`src/rtl/taillight_pkg.sv`:
```
// Shared encodings for the Thunderbird taillight bus: mode codes, group patterns,
// lamp bit positions and the monitor's sequence state.
package taillight_pkg;

  localparam logic [1:0] MODE_IDLE  = 2'd0;
  localparam logic [1:0] MODE_LEFT  = 2'd1;
  localparam logic [1:0] MODE_RIGHT = 2'd2;
  localparam logic [1:0] MODE_HAZ   = 2'd3;

  // A group lights outward from its innermost lamp.
  localparam logic [2:0] P0 = 3'b000;
  localparam logic [2:0] P1 = 3'b001;
  localparam logic [2:0] P2 = 3'b011;
  localparam logic [2:0] P3 = 3'b111;

  localparam int RA_IDX = 0;
  localparam int RC_IDX = 2;
  localparam int LA_IDX = 3;
  localparam int LC_IDX = 5;

  typedef enum logic [2:0] {
    ST_IDLE  = 3'd0,
    ST_LEFT  = 3'd1,
    ST_RIGHT = 3'd2,
    ST_HAZ   = 3'd3,
    ST_LOST  = 3'd4
  } state_t;

  typedef struct packed {
    state_t     st;
    logic [1:0] k;
    logic       legal;
  } cls_t;

endpackage

```
`src/rtl/taillight_seq_monitor_if.sv`:
```
// Lamp bus plus the monitor's decoded status; master drives lamps, slave is the monitor.
interface taillight_seq_monitor_if;
  import taillight_pkg::*;

  logic [5:0] lights;
  logic [1:0] mode;
  logic [1:0] step;
  logic       cycle_done;
  logic       seq_err;
  logic       timing_err;
  logic       err_sticky;

  modport master (
    output lights,
    input  mode, step, cycle_done, seq_err, timing_err, err_sticky
  );

  modport slave (
    input  lights,
    output mode, step, cycle_done, seq_err, timing_err, err_sticky
  );
endinterface

```
`src/rtl/taillight_gap_timer.sv`:
```
// Saturating cycle counter between lamp changes, with gap-window and stall detection.
module taillight_gap_timer #(
  parameter int MAX_COUNT = 1000,
  parameter int TOL       = 16,
  parameter int CNT_W     = 16
) (
  input  logic clk,
  input  logic rst,
  input  logic chg,
  output logic gap_bad,
  output logic stall
);
  import taillight_pkg::*;

  localparam logic [CNT_W:0]   GAP_MIN   = (CNT_W+1)'(MAX_COUNT - TOL);
  localparam logic [CNT_W:0]   GAP_MAX   = (CNT_W+1)'(MAX_COUNT + TOL);
  localparam logic [CNT_W-1:0] STALL_CNT = CNT_W'(MAX_COUNT + TOL + 1);

  logic [CNT_W-1:0] cnt_q, cnt_d;
  logic [CNT_W:0]   gap;

  always_comb begin
    cnt_d = cnt_q;
    if (chg)          cnt_d = '0;
    else if (~&cnt_q) cnt_d = cnt_q + CNT_W'(1);
  end

  always_ff @(posedge clk or posedge rst) begin
    if (rst) cnt_q <= '0;
    else     cnt_q <= cnt_d;
  end

  // A saturated count is an unknown, long gap: always out of window.
  always_comb begin
    gap     = {1'b0, cnt_q} + (CNT_W+1)'(1);
    gap_bad = chg && ((gap < GAP_MIN) || (gap > GAP_MAX) || (&cnt_q));
    stall   = !chg && (cnt_q == STALL_CNT);
  end

endmodule

```
`src/rtl/taillight_seq_monitor.sv`:
```
// Receive-side checker for the 6-lamp taillight bus: decodes mode/step and flags
// illegal pattern sequences and off-period step timing. All outputs registered.
module taillight_seq_monitor #(
  parameter int MAX_COUNT = 1000,
  parameter int TOL       = 16,
  parameter int CNT_W     = 16
) (
  input logic                    clk,
  input logic                    rst,
  taillight_seq_monitor_if.slave bus
);
  import taillight_pkg::*;

  logic [5:0] lights_q, lights_p;
  logic       chg, gap_bad, stall;
  state_t     state_q, state_d;
  logic [1:0] k_q, k_d;
  logic [1:0] mode_q, mode_d, step_q, step_d;
  logic       cycle_done_q, cycle_done_d, seq_err_q, seq_err_d;
  logic       timing_err_q, timing_err_d, err_sticky_q, err_sticky_d;
  logic [2:0] grp_l, grp_r, grp_act, grp_oth;
  cls_t       cls;

  function automatic logic [2:0] pattern(input logic [1:0] k);
    case (k)
      2'd0:    return P0;
      2'd1:    return P1;
      2'd2:    return P2;
      default: return P3;
    endcase
  endfunction

  // How a pattern would be entered from IDLE; anything else is unrecoverable.
  function automatic cls_t classify(input logic [2:0] l, input logic [2:0] r);
    cls_t c;
    c = '{st: ST_LOST, k: 2'd0, legal: 1'b0};
    if (l == P0 && r == P0)      c = '{st: ST_IDLE,  k: 2'd0, legal: 1'b1};
    else if (r == P0 && l == P1) c = '{st: ST_LEFT,  k: 2'd1, legal: 1'b1};
    else if (l == P0 && r == P1) c = '{st: ST_RIGHT, k: 2'd1, legal: 1'b1};
    else if (l == P3 && r == P3) c = '{st: ST_HAZ,   k: 2'd3, legal: 1'b1};
    return c;
  endfunction

  always_ff @(posedge clk or posedge rst) begin
    if (rst) begin
      lights_q <= '0;
      lights_p <= '0;
    end else begin
      lights_q <= bus.lights;
      lights_p <= lights_q;
    end
  end

  assign chg = (lights_q != lights_p);

  taillight_gap_timer #(
    .MAX_COUNT (MAX_COUNT),
    .TOL       (TOL),
    .CNT_W     (CNT_W)
  ) u_gap_timer (
    .clk     (clk),
    .rst     (rst),
    .chg     (chg),
    .gap_bad (gap_bad),
    .stall   (stall)
  );

  always_comb begin
    state_d      = state_q;
    k_d          = k_q;
    cycle_done_d = 1'b0;
    seq_err_d    = 1'b0;
    timing_err_d = 1'b0;
    grp_l        = lights_q[LC_IDX:LA_IDX];
    grp_r        = lights_q[RC_IDX:RA_IDX];
    grp_act      = (state_q == ST_RIGHT) ? grp_r : grp_l;
    grp_oth      = (state_q == ST_RIGHT) ? grp_l : grp_r;
    cls          = classify(grp_l, grp_r);

    case (state_q)
      ST_IDLE: begin
        if (chg) begin
          state_d   = cls.st;
          k_d       = cls.k;
          seq_err_d = !cls.legal;
        end
      end
      ST_LEFT, ST_RIGHT: begin
        if (chg) begin
          timing_err_d = gap_bad;
          if (grp_oth == P0 && k_q != 2'd3 && grp_act == pattern(2'(k_q + 2'd1))) begin
            k_d = 2'(k_q + 2'd1);
          end else if (grp_oth == P0 && grp_act == P0) begin
            state_d      = ST_IDLE;
            k_d          = 2'd0;
            cycle_done_d = (k_q == 2'd3);
          end else begin
            seq_err_d = 1'b1;
            state_d   = cls.st;
            k_d       = cls.k;
          end
        end else if (stall) begin
          timing_err_d = 1'b1;
          state_d      = ST_LOST;
          k_d          = 2'd0;
        end
      end
      ST_HAZ: begin
        if (chg) begin
          timing_err_d = gap_bad;
          if (lights_q == 6'b000000) begin
            state_d      = ST_IDLE;
            k_d          = 2'd0;
            cycle_done_d = 1'b1;
          end else begin
            seq_err_d = 1'b1;
            state_d   = cls.st;
            k_d       = cls.k;
          end
        end else if (stall) begin
          timing_err_d = 1'b1;
          state_d      = ST_LOST;
          k_d          = 2'd0;
        end
      end
      ST_LOST: begin
        if (lights_q == 6'b000000) begin
          state_d = ST_IDLE;
          k_d     = 2'd0;
        end
      end
      default: begin
        state_d = ST_IDLE;
        k_d     = 2'd0;
      end
    endcase

    case (state_d)
      ST_LEFT:  mode_d = MODE_LEFT;
      ST_RIGHT: mode_d = MODE_RIGHT;
      ST_HAZ:   mode_d = MODE_HAZ;
      default:  mode_d = MODE_IDLE;
    endcase
    step_d       = (mode_d == MODE_IDLE) ? 2'd0 : k_d;
    err_sticky_d = err_sticky_q | seq_err_d | timing_err_d;
  end

  always_ff @(posedge clk or posedge rst) begin
    if (rst) begin
      state_q      <= ST_IDLE;
      k_q          <= 2'd0;
      mode_q       <= MODE_IDLE;
      step_q       <= 2'd0;
      cycle_done_q <= 1'b0;
      seq_err_q    <= 1'b0;
      timing_err_q <= 1'b0;
      err_sticky_q <= 1'b0;
    end else begin
      state_q      <= state_d;
      k_q          <= k_d;
      mode_q       <= mode_d;
      step_q       <= step_d;
      cycle_done_q <= cycle_done_d;
      seq_err_q    <= seq_err_d;
      timing_err_q <= timing_err_d;
      err_sticky_q <= err_sticky_d;
    end
  end

  assign bus.mode       = mode_q;
  assign bus.step       = step_q;
  assign bus.cycle_done = cycle_done_q;
  assign bus.seq_err    = seq_err_q;
  assign bus.timing_err = timing_err_q;
  assign bus.err_sticky = err_sticky_q;

endmodule

```
`src/flat_wrapper.sv`:
```
// flat-port wrapper written by rule: the top's interface ports become plain ports
module taillight_seq_monitor_flat import taillight_pkg::*;
#(
  parameter int MAX_COUNT = 1000,
  parameter int TOL       = 16,
  parameter int CNT_W     = 16
)
  (clk, rst, bus_lights, bus_mode, bus_step, bus_cycle_done, bus_seq_err, bus_timing_err, bus_err_sticky);
  taillight_seq_monitor_if bus_i ();
  input logic clk;
  input logic rst;
  input wire logic [$bits(bus_i.lights)-1:0] bus_lights;
  output wire logic [$bits(bus_i.mode)-1:0] bus_mode;
  output wire logic [$bits(bus_i.step)-1:0] bus_step;
  output wire logic [$bits(bus_i.cycle_done)-1:0] bus_cycle_done;
  output wire logic [$bits(bus_i.seq_err)-1:0] bus_seq_err;
  output wire logic [$bits(bus_i.timing_err)-1:0] bus_timing_err;
  output wire logic [$bits(bus_i.err_sticky)-1:0] bus_err_sticky;
  assign bus_i.lights = bus_lights;
  assign bus_mode = bus_i.mode;
  assign bus_step = bus_i.step;
  assign bus_cycle_done = bus_i.cycle_done;
  assign bus_seq_err = bus_i.seq_err;
  assign bus_timing_err = bus_i.timing_err;
  assign bus_err_sticky = bus_i.err_sticky;
  taillight_seq_monitor #(.MAX_COUNT(MAX_COUNT), .TOL(TOL), .CNT_W(CNT_W)) u_core (.clk(clk), .rst(rst), .bus(bus_i));
endmodule
```
`config.mk`:
```
export PLATFORM = sky130hd
export DESIGN_NAME = taillight_seq_monitor_flat
export DESIGN_NICKNAME = d
export VERILOG_FILES = /design/src/rtl/taillight_pkg.sv /design/src/rtl/taillight_seq_monitor_if.sv /design/src/rtl/taillight_gap_timer.sv /design/src/rtl/taillight_seq_monitor.sv /design/src/flat_wrapper.sv
export SDC_FILE = /design/constraint.sdc
export NUM_CORES = 1
export LEC_CHECK = 0
export ABC_AREA = 1
export BUFFER_PORTS_ARGS = -buffer_cell sky130_fd_sc_hd__buf_2
export CORE_UTILIZATION = 55
export DETAILED_ROUTE_END_ITERATION = 6
export PLACE_DENSITY_LB_ADDON = 0.2
export RECOVER_POWER = 100
export SYNTH_ARGS = -nofsm -noshare
export SYNTH_HDL_FRONTEND = slang
export SYNTH_SLANG_ARGS = --single-unit
```
`constraint.sdc`:
```
create_clock -name clk -period 1.74 [get_ports clk]
set_input_delay 0.174 -clock clk [delete_from_list [all_inputs] [get_ports clk]]
set_output_delay 0.174 -clock clk [all_outputs]
set_load 0.01 [all_outputs]
```
==> metrics list, run 1 <==
- Vert. Die Dim: 69.6 um
- In this run switching power makes up 32.0% of total power.
- Antenna Violating Nets Remaining: 0
- Initial core utilization: 57.3%
- Netlist area before placement: 0.00251 mm2
- Walking the worst path, the cells encountered are inv_2 > nand2_1 > nand4_1 > nor2_4 > nand2_4 > buf_4 > nand2_1 > inv_1 > o22ai_1 > inv_1 > o211ai_1.
* Switching pwr: 0.000771 W
- The library cell used most frequently in the layout, excluding fill and tap cells, is buf_4.
* Largest net degree at the start of global routing: 42
- The netlist uses 30 different library cells.
- Slew at the pin with the worst max-slew slack: 1.01 ns
- Initial antenna violation count: 0
- Of all cell types, the one taking the most synthesized area is dfrtp_1.
- Unrepaired setup endpoints after global routing: yes
- Counting flops and latches in the post-synthesis netlist gives 41.
- Once placement finished, the instance area stood at 0.00322 mm2.
- Peak supply drop: 0.000813 V
* Endpoints failing hold: 0
- For the worst setup path, the data arrival time is 2.31 ns.
* Clock-pin slew reported for the worst setup and hold paths after clock tree synthesis: 0.10 ns
* Area fraction of the dominant cell type after synthesis: 40.8%
- Of the total power, registers draw 43.5%.
* Worst setup margin: -0.363 ns
* Post-DR vias/cell: 6.21
- Crit-path slowest cell: dfrtp_1
* Critical path's top delay family: simple AND/OR/NAND/NOR gates
- Fraction of final layout cells sized beyond drive strength 1: 39.4%
- Starting DRC count in detailed routing: 348
* Worst Path Class, Setup: reg -> reg
- Final estimated routing congestion in global placement: 0.909
- In this run, CTS created clock tree buffers numbering 5.
- The die is 69.6 um wide.
- Global-route usage over all layers: 31.2%
- Mean instance size in the synthesized netlist: 7.44 um2
- The finished cells cover 0.00379 mm2.
- Critical-path maximum fanout: 8
- Core region area: 0.00438 mm2
- Across the routed clock network, the largest skew measured is 0.0194 ns.
- CTS Buffer Depth: 2
* Final core area utilization: 86.4%
* First-pass GRT wire length: 12000 um
* Filler cell count: 201
- Leakage power summed over all cells: 1.88 nW
* Final setup violating endpoints: 21
- Number of global-route vias before repair: 2661
* Yosys warnings: 0
- The worst setup path is captured at a flip-flop.
* CTS tree: yes
- Classification of the worst-slack hold path: in -> async
- Gate Count Post-Synth: 338
- Routed via count: 3143
* Sum of negative setup slack: -3.72 ns
- Clk network pwr share: 33.6%
- The floorplan step defined a die boundary enclosing 0.00484 mm2.
* Antenna cell count: 0
* Most frequent cells in the layout: buf_4, nand2_1, inv_1
- The flow ran to the end, but the final reports show violations.
- Power per standard cell area: 635 mW/mm2
- Most area-consuming cells after synthesis: dfrtp_1, nand2_1, inv_1, nand3_1, nor2_1
* Internal power component: 0.00163 W
* Number of nets in the layout: 466
- The critical path contains buffers and inverters numbering 4 combined.
- Max-cap violations in this run came to 0.
- In this run the tightest slew margin relative to its limit is 32.4%.
- Number of design rule violations left after detail routing: 1
- CTS built an H-tree with a depth of 2.
- Clock tree synthesis found a total of 41 sinks.
- Failing checks: DRC, setup timing
- For this block, the routed nets add up to 9800 um of wire.
- Compared with the post-synthesis result, the final layout area differs by 50.7%.
* Root cell of the clock tree: clkbuf_8
- Combinational fraction of design power: 22.9%
* Routed WL per cell: 19.4 um
- Static timing analysis puts the maximum clock frequency at 475 MHz.
* I/O pin total: 16
- Standard-cell row count: 24
* Critical path launch point type: flip-flop
- DP HPWL: 5070 um
- The total count of max-transition violations in the final report is 0.
- For the worst setup path, the data required time is 1.95 ns.
- The final critical path takes up 121% of the cycle.
* Worst slack at placement: -0.180 ns
* Skew-Pair Late Insertion Delay: 0.31 ns
* Number of search-and-repair iterations in the first detailed-routing pass: 7
- Grt total ovfl: 0
- For the finished layout, the period the worst path requires is 2.10 ns.
* Register area share after synthesis: 40.8%
- On the worst path, the slowest cell contributes a delay of 0.51 ns.
- Synthesized Nets: 351
- The count of buffers added on input and output ports is 15.
[power by group through the flow]
stage               Sequential, W  Clock [W]  Combinational (W)
floorplan                 0.00106          0           0.000226
global route              0.00105   0.000853           0.000584
finish                    0.00105   0.000807           0.000552
CTS                       0.00103   0.000798           0.000427
detailed placement        0.00105          0           0.000390
global placement          0.00105          0           0.000384
[repair_timing]
item,CTS,global route
setup endpoints to repair,18,28
endpoints found under the hold margin,6,0
hold buffers,6,0
gates cloned,0,1
gates resized for setup,10,73
pin swaps,0,16
buffers inserted,1,12
[worst reg2reg max path: cells and delay by family, from the launching register on]
family          cells  cell delay, ns
compound gates      2            0.40
buf+inv             4            0.41
flops               1            0.51
simple gates        5            0.67
[cell usage after synthesis]
library cell	count
xor2_1	10
clkbuf_1	2
a2111oi_0	1
buf_2	1
dfrtp_1	41
nor2_2	2
nor3_2	2
nand3_2	3
o21ai_0	11
o22ai_1	4
a21oi_1	12
a22oi_1	1
xnor2_1	2
nor2_4	2
nand2_1	71
o211ai_1	4
nand4_1	18
nand3_1	30
nand2_4	1
a31oi_1	3
buf_6	2
nand2_2	2
inv_1	54
o21ai_1	2
nor2_1	33
ha_1	5
or2_0	2
nand3_4	1
nor3_1	12
inv_2	4
[layer usage]
| metal | GRT usage [%] | part of all wire (%) |
|---|---|---|
| met2 | 51.1 | 46 |
| met1 | 41.3 | 37 |
| met5 | 0 | 0 |
| met4 | 10.4 | 6.3 |
| met3 | 6.25 | 11 |
[metrics by stage]
step | total power (W) | std cells | hold slack [ns]
4_1_cts | 0.00226 | 493 | 0.00901
3_5_place_dp | 0.00144 | 478 | 0.284
2_1_floorplan | 0.00128 | 338 | 0.205
6_report | 0.00241 | 506 | 0.160
5_1_grt | 0.00249 | 506 | 0.255
3_3_place_gp | 0.00143 | 478 | 0.283
[layout make-up]
type	count	area, um2	area share [%]
clock buffers	5	68.8	1.82
clock inverters	3	46.3	1.22
inverters	58	220	5.81
multi-input cells	235	1520	40.1
flip-flops and latches	41	1030	27.2
well taps	52	65.1	1.72
repair buffers	112	836	22.1
[registers in the layout, summed over array words and instances, names as in the netlist]
| signal | flops |
|---|---|
| u_core.state_q | 3 |
| u_core.u_gap_timer.cnt_q | 16 |
| u_core.bus.mode | 2 |
| u_core.bus.timing_err | 1 |
| u_core.bus.err_sticky | 1 |
| u_core.bus.seq_err | 1 |
| u_core.k_q | 2 |
| u_core.bus.step | 2 |
| u_core.bus.cycle_done | 1 |
| u_core.lights_q | 6 |
| u_core.lights_p | 6 |
[final timing paths]
check / from / endpoint / slack [ns] / cells after the start
setup reg to reg: u_core.lights_q[1] / u_core.state_q[2] / -0.36 / 11
max in group asynchronous: rst / u_core.u_gap_timer.cnt_q[2] / 0.87 / 3
hold / removal: rst / u_core.bus.timing_err / 0.16 / 3
setup / recovery: u_core.lights_q[1] / u_core.state_q[2] / -0.36 / 11
hold reg to reg: u_core.lights_q[0] / u_core.lights_p[0] / 0.46 / 0
min in group clk: u_core.lights_q[0] / u_core.lights_p[0] / 0.46 / 0
[kinds of logic after synthesis]
| kind of cell | share of synthesized area [%] |
|---|---|
| and+or+nand+nor | 33.9 |
| buffers and inverters | 10.1 |
| DFF | 40.8 |
| AOI/OAI and AO/OA | 8.56 |
| xor gates and xnor gates | 4.18 |
| adders and majority gates | 2.49 |
No activity file was read; power rests on OpenSTA's default activity.
==> run 2, diff against run 1 <==
MAX_ROUTING_LAYER = met4   (was unset)
==> run 2 against run 1 <==
Against the previous run:
- the run ends with setup timing left
- total power rose by 9.6%
- clock skew about the same
- global-route usage is 7.5 points higher
- via count rose by 12%
- non-clock buffer count is 10 higher
- clock power up 22%
- sequential share of layout area fell by 0.91 points
- routed wire length grew 28%
- first-iteration DRC count rose by 150%
- critical path depth shrank 1
- worst hold slack improved by 0.31 ns
- final area rose by 3.5%
- highest routed layer unchanged
==> metrics list, run 2 (synthesized netlist as in run 1, its figures left out) <==
- The power spent charging and discharging nets came to 0.000848 W (+10%).
- Classification of the worst-slack hold path: reg -> reg
* Largest reg by FF count: u_core.u_gap_timer.cnt_q
- The critical path is of the reg -> reg type.
- Pwr Total: 0.00264 W (+9.6%)
- Initial antenna violation count: 0 (unchanged)
* Antenna Violating Nets Remaining: 0 (unchanged)
* Worst path arrival time: 2.68 ns (+0.37 ns)
- The vias per cell was 6.84 (+10%).
* Sequential Power Share: 39.5% (-4.0 points)
- Fraction of final layout cells sized beyond drive strength 1: 43.8% (+4.4 points)
- From synthesis to final layout, the design area changed by 55.9%.
- I/O pin total: 16 (unchanged)
* Number of search-and-repair iterations in the first detailed-routing pass: 7 (unchanged)
- The count of max-cap constraint violations came to 0 (unchanged).
- The wire length of the first global-routing pass came to 14200 um (+18%).
- Clk network pwr share: 37.4% (+3.8 points)
- Number of global-route vias before repair: 2970 (+12%)
* Worst slack at placement: -0.210 ns (-0.0294 ns)
* Clock-pin slew reported for the worst setup and hold paths after clock tree synthesis: 0.11 ns (about the same)
- Initial core utilization: 57.3% (unchanged)
- Internal power component: 0.00179 W (+9.4%)
- Starting DRC count in detailed routing: 861 (+150%)
- Crit end category: flip-flop
- Peak supply drop: 0.000642 V (-21%)
* Fin cells: 515 (+1.8%)
- The maximum number of pins on one net before global-route repair came to 42 (unchanged).
- The highest attainable clock frequency is 404 MHz (-15%).
- The overall routing resource usage is 38.8% (+7.5 points).
- Leakage power summed over all cells: 1.94 nW (+3.1%)
- Worst hold margin: 0.472 ns (+0.312 ns)
- IO buf count: 15 (unchanged)
- Critical-path maximum fanout: 7 (-1)
- The combinational power share came to 23.0% (about the same).
* Antenna cell count: 0 (unchanged)
- The number of sinks handled by clock tree synthesis is 41 (unchanged).
- Leaving out fill and tap cells, the most frequent cell in the layout is buf_4.
* Minimum period implied by the final worst setup slack: 2.48 ns (+0.374 ns)
- The post-layout worst setup margin is -0.737 ns (-0.374 ns).
* Core region area: 0.00438 mm2 (unchanged)
- Endpoints failing hold: 0 (unchanged)
* Flip-flop count of the largest register after layout: 16 (unchanged)
* Power per standard cell area: 673 mW/mm2 (+6.0%)
- Most frequent cells in the layout: buf_4, nand2_1, inv_1
* Deepest level of the CTS H-tree: 2 (unchanged)
- The residual DRC count is 0 (-1).
* Number of nets in the layout: 475 (+1.9%)
* Final estimated routing congestion in global placement: 0.966 (+6.2%)
- The average detailed-routed wire length per instance was 24.3 um (+25%).
- The area of the die is 0.00484 mm2 (unchanged).
* Final setup violating endpoints: 29 (+38%)
- The maximum number of buffers from clock root to sink was 2 (unchanged).
- CTS placed an instance of clkbuf_8 at the clock tree root.
- Slew HR: 64.6% (+32 points)
- Number of instances in the placed design: 478 (unchanged)
- The actual transition at the worst max-transition pin was 0.532 ns (-0.482 ns).
* Sum of routed wire length over all layers: 12500 um (+28%)
- Switching Share: 32.2% (+0.13 points)
- The via total after detailed routing was 3521 (+12%).
* Chip width: 69.6 um (unchanged)
- Outcome: complete, but fails checks
- Vert. Die Dim: 69.6 um (unchanged)
- The clock insertion delay at the later pin of the skew report is 0.32 ns (about the same).
- Unrepaired setup endpoints after global routing: yes
* Ratio of final minimum period to clock period: 142% (+21 points)
* Grt total ovfl: 0 (unchanged)
- TritonCTS built the clock tree.
- Standard-cell row count: 24 (unchanged)
- Critical path launch point type: flip-flop
* Endpoint required time on the critical path: 1.94 ns (about the same)
- The clock skew after layout is 0.0191 ns (-0.000252 ns).
- Number of buffers created by CTS: 5 (unchanged)
- The total count of max-transition violations in the final report was 0 (unchanged).
* Leading registers by flop count: u_core.u_gap_timer.cnt_q (16), u_core.lights_p (6), u_core.lights_q (6)
- The final reports fail on setup timing.
- The final standard cell utilization of the core was 89.4% (+3.0 points).
- The HPWL after detailed placement came to 5380 um (+6.0%).
## run 2: final cells by class
class                      instances  area, um2
clock buffer                       5       68.8
clock inverter                     3       68.8
fill                             149        465
inverter                          58        218
multi-input combinational        234       1540
sequential                        41       1030
tap                               52       65.1
timing repair buffer             122        930
## run 2: repair_timing
item	CTS	global route
hold endpoints to repair	26	0
setup buffers	10	12
pin swaps	9	30
resized for setup	15	74
hold buffers	7	0
endpoints found under the setup margin	18	29
## run 2: final timing paths
| path | from | endpoint | slack, ns | depth (start not counted) |
|---|---|---|---|---|
| worst max register to register | u_core.lights_q[1] | u_core.bus.step[0] | -0.74 | 10 |
| max in group asynchronous | rst | u_core.u_gap_timer.cnt_q[3] | 0.75 | 4 |
| worst min-delay path | u_core.lights_q[0] | u_core.lights_p[0] | 0.47 | 0 |
| worst max-delay path | u_core.lights_q[1] | u_core.bus.step[0] | -0.74 | 10 |
| worst min register to register | u_core.lights_q[0] | u_core.lights_p[0] | 0.47 | 0 |
| min in group asynchronous | rst | u_core.bus.step[0] | 0.58 | 4 |
## run 2: through the flow
| stage | cell area [um2] | setup TNS [ns] |
|---|---|---|
| 6_report | 3920 | -10.89 |
| 5_1_grt | 3920 | -12.31 |
| 4_1_cts | 3560 | -0.834 |
| 3_5_place_dp | 3220 | -1.40 |
| 3_3_place_gp | 3220 | -0.372 |
| 2_1_floorplan | 2530 | 0 |
## run 2: power by group through the flow
stage	combinational (W)	clock (W)	sequential, W
2_1_floorplan	0.000226	0	0.00106
3_3_place_gp	0.000389	0	0.00105
3_5_place_dp	0.000400	0	0.00105
4_1_cts	0.000435	0.000946	0.00103
5_1_grt	0.000627	0.00101	0.00105
6_report	0.000607	0.000987	0.00104
## run 2: layer usage
metal  vias to the layer above  routed length, um  global-route usage (%)
li1                       1346                  -                       -
met1                      1556               4150                    46.2
met2                       455               5130                    62.5
met3                       164               2010                    10.2
met4                         0               1200                    15.9
met5                         -                  0                       -
## run 2: critical path, stage by stage, from the launching register on
cell and delay, ns:
dfrtp_2 0.46, inv_1 0.10, nand2_1 0.13, nand4_1 0.22
nor2_1 0.23, nand2_2 0.15, buf_6 0.17, o211ai_1 0.30
nand3_1 0.23, nor2_2 0.26, nor2_1 0.11
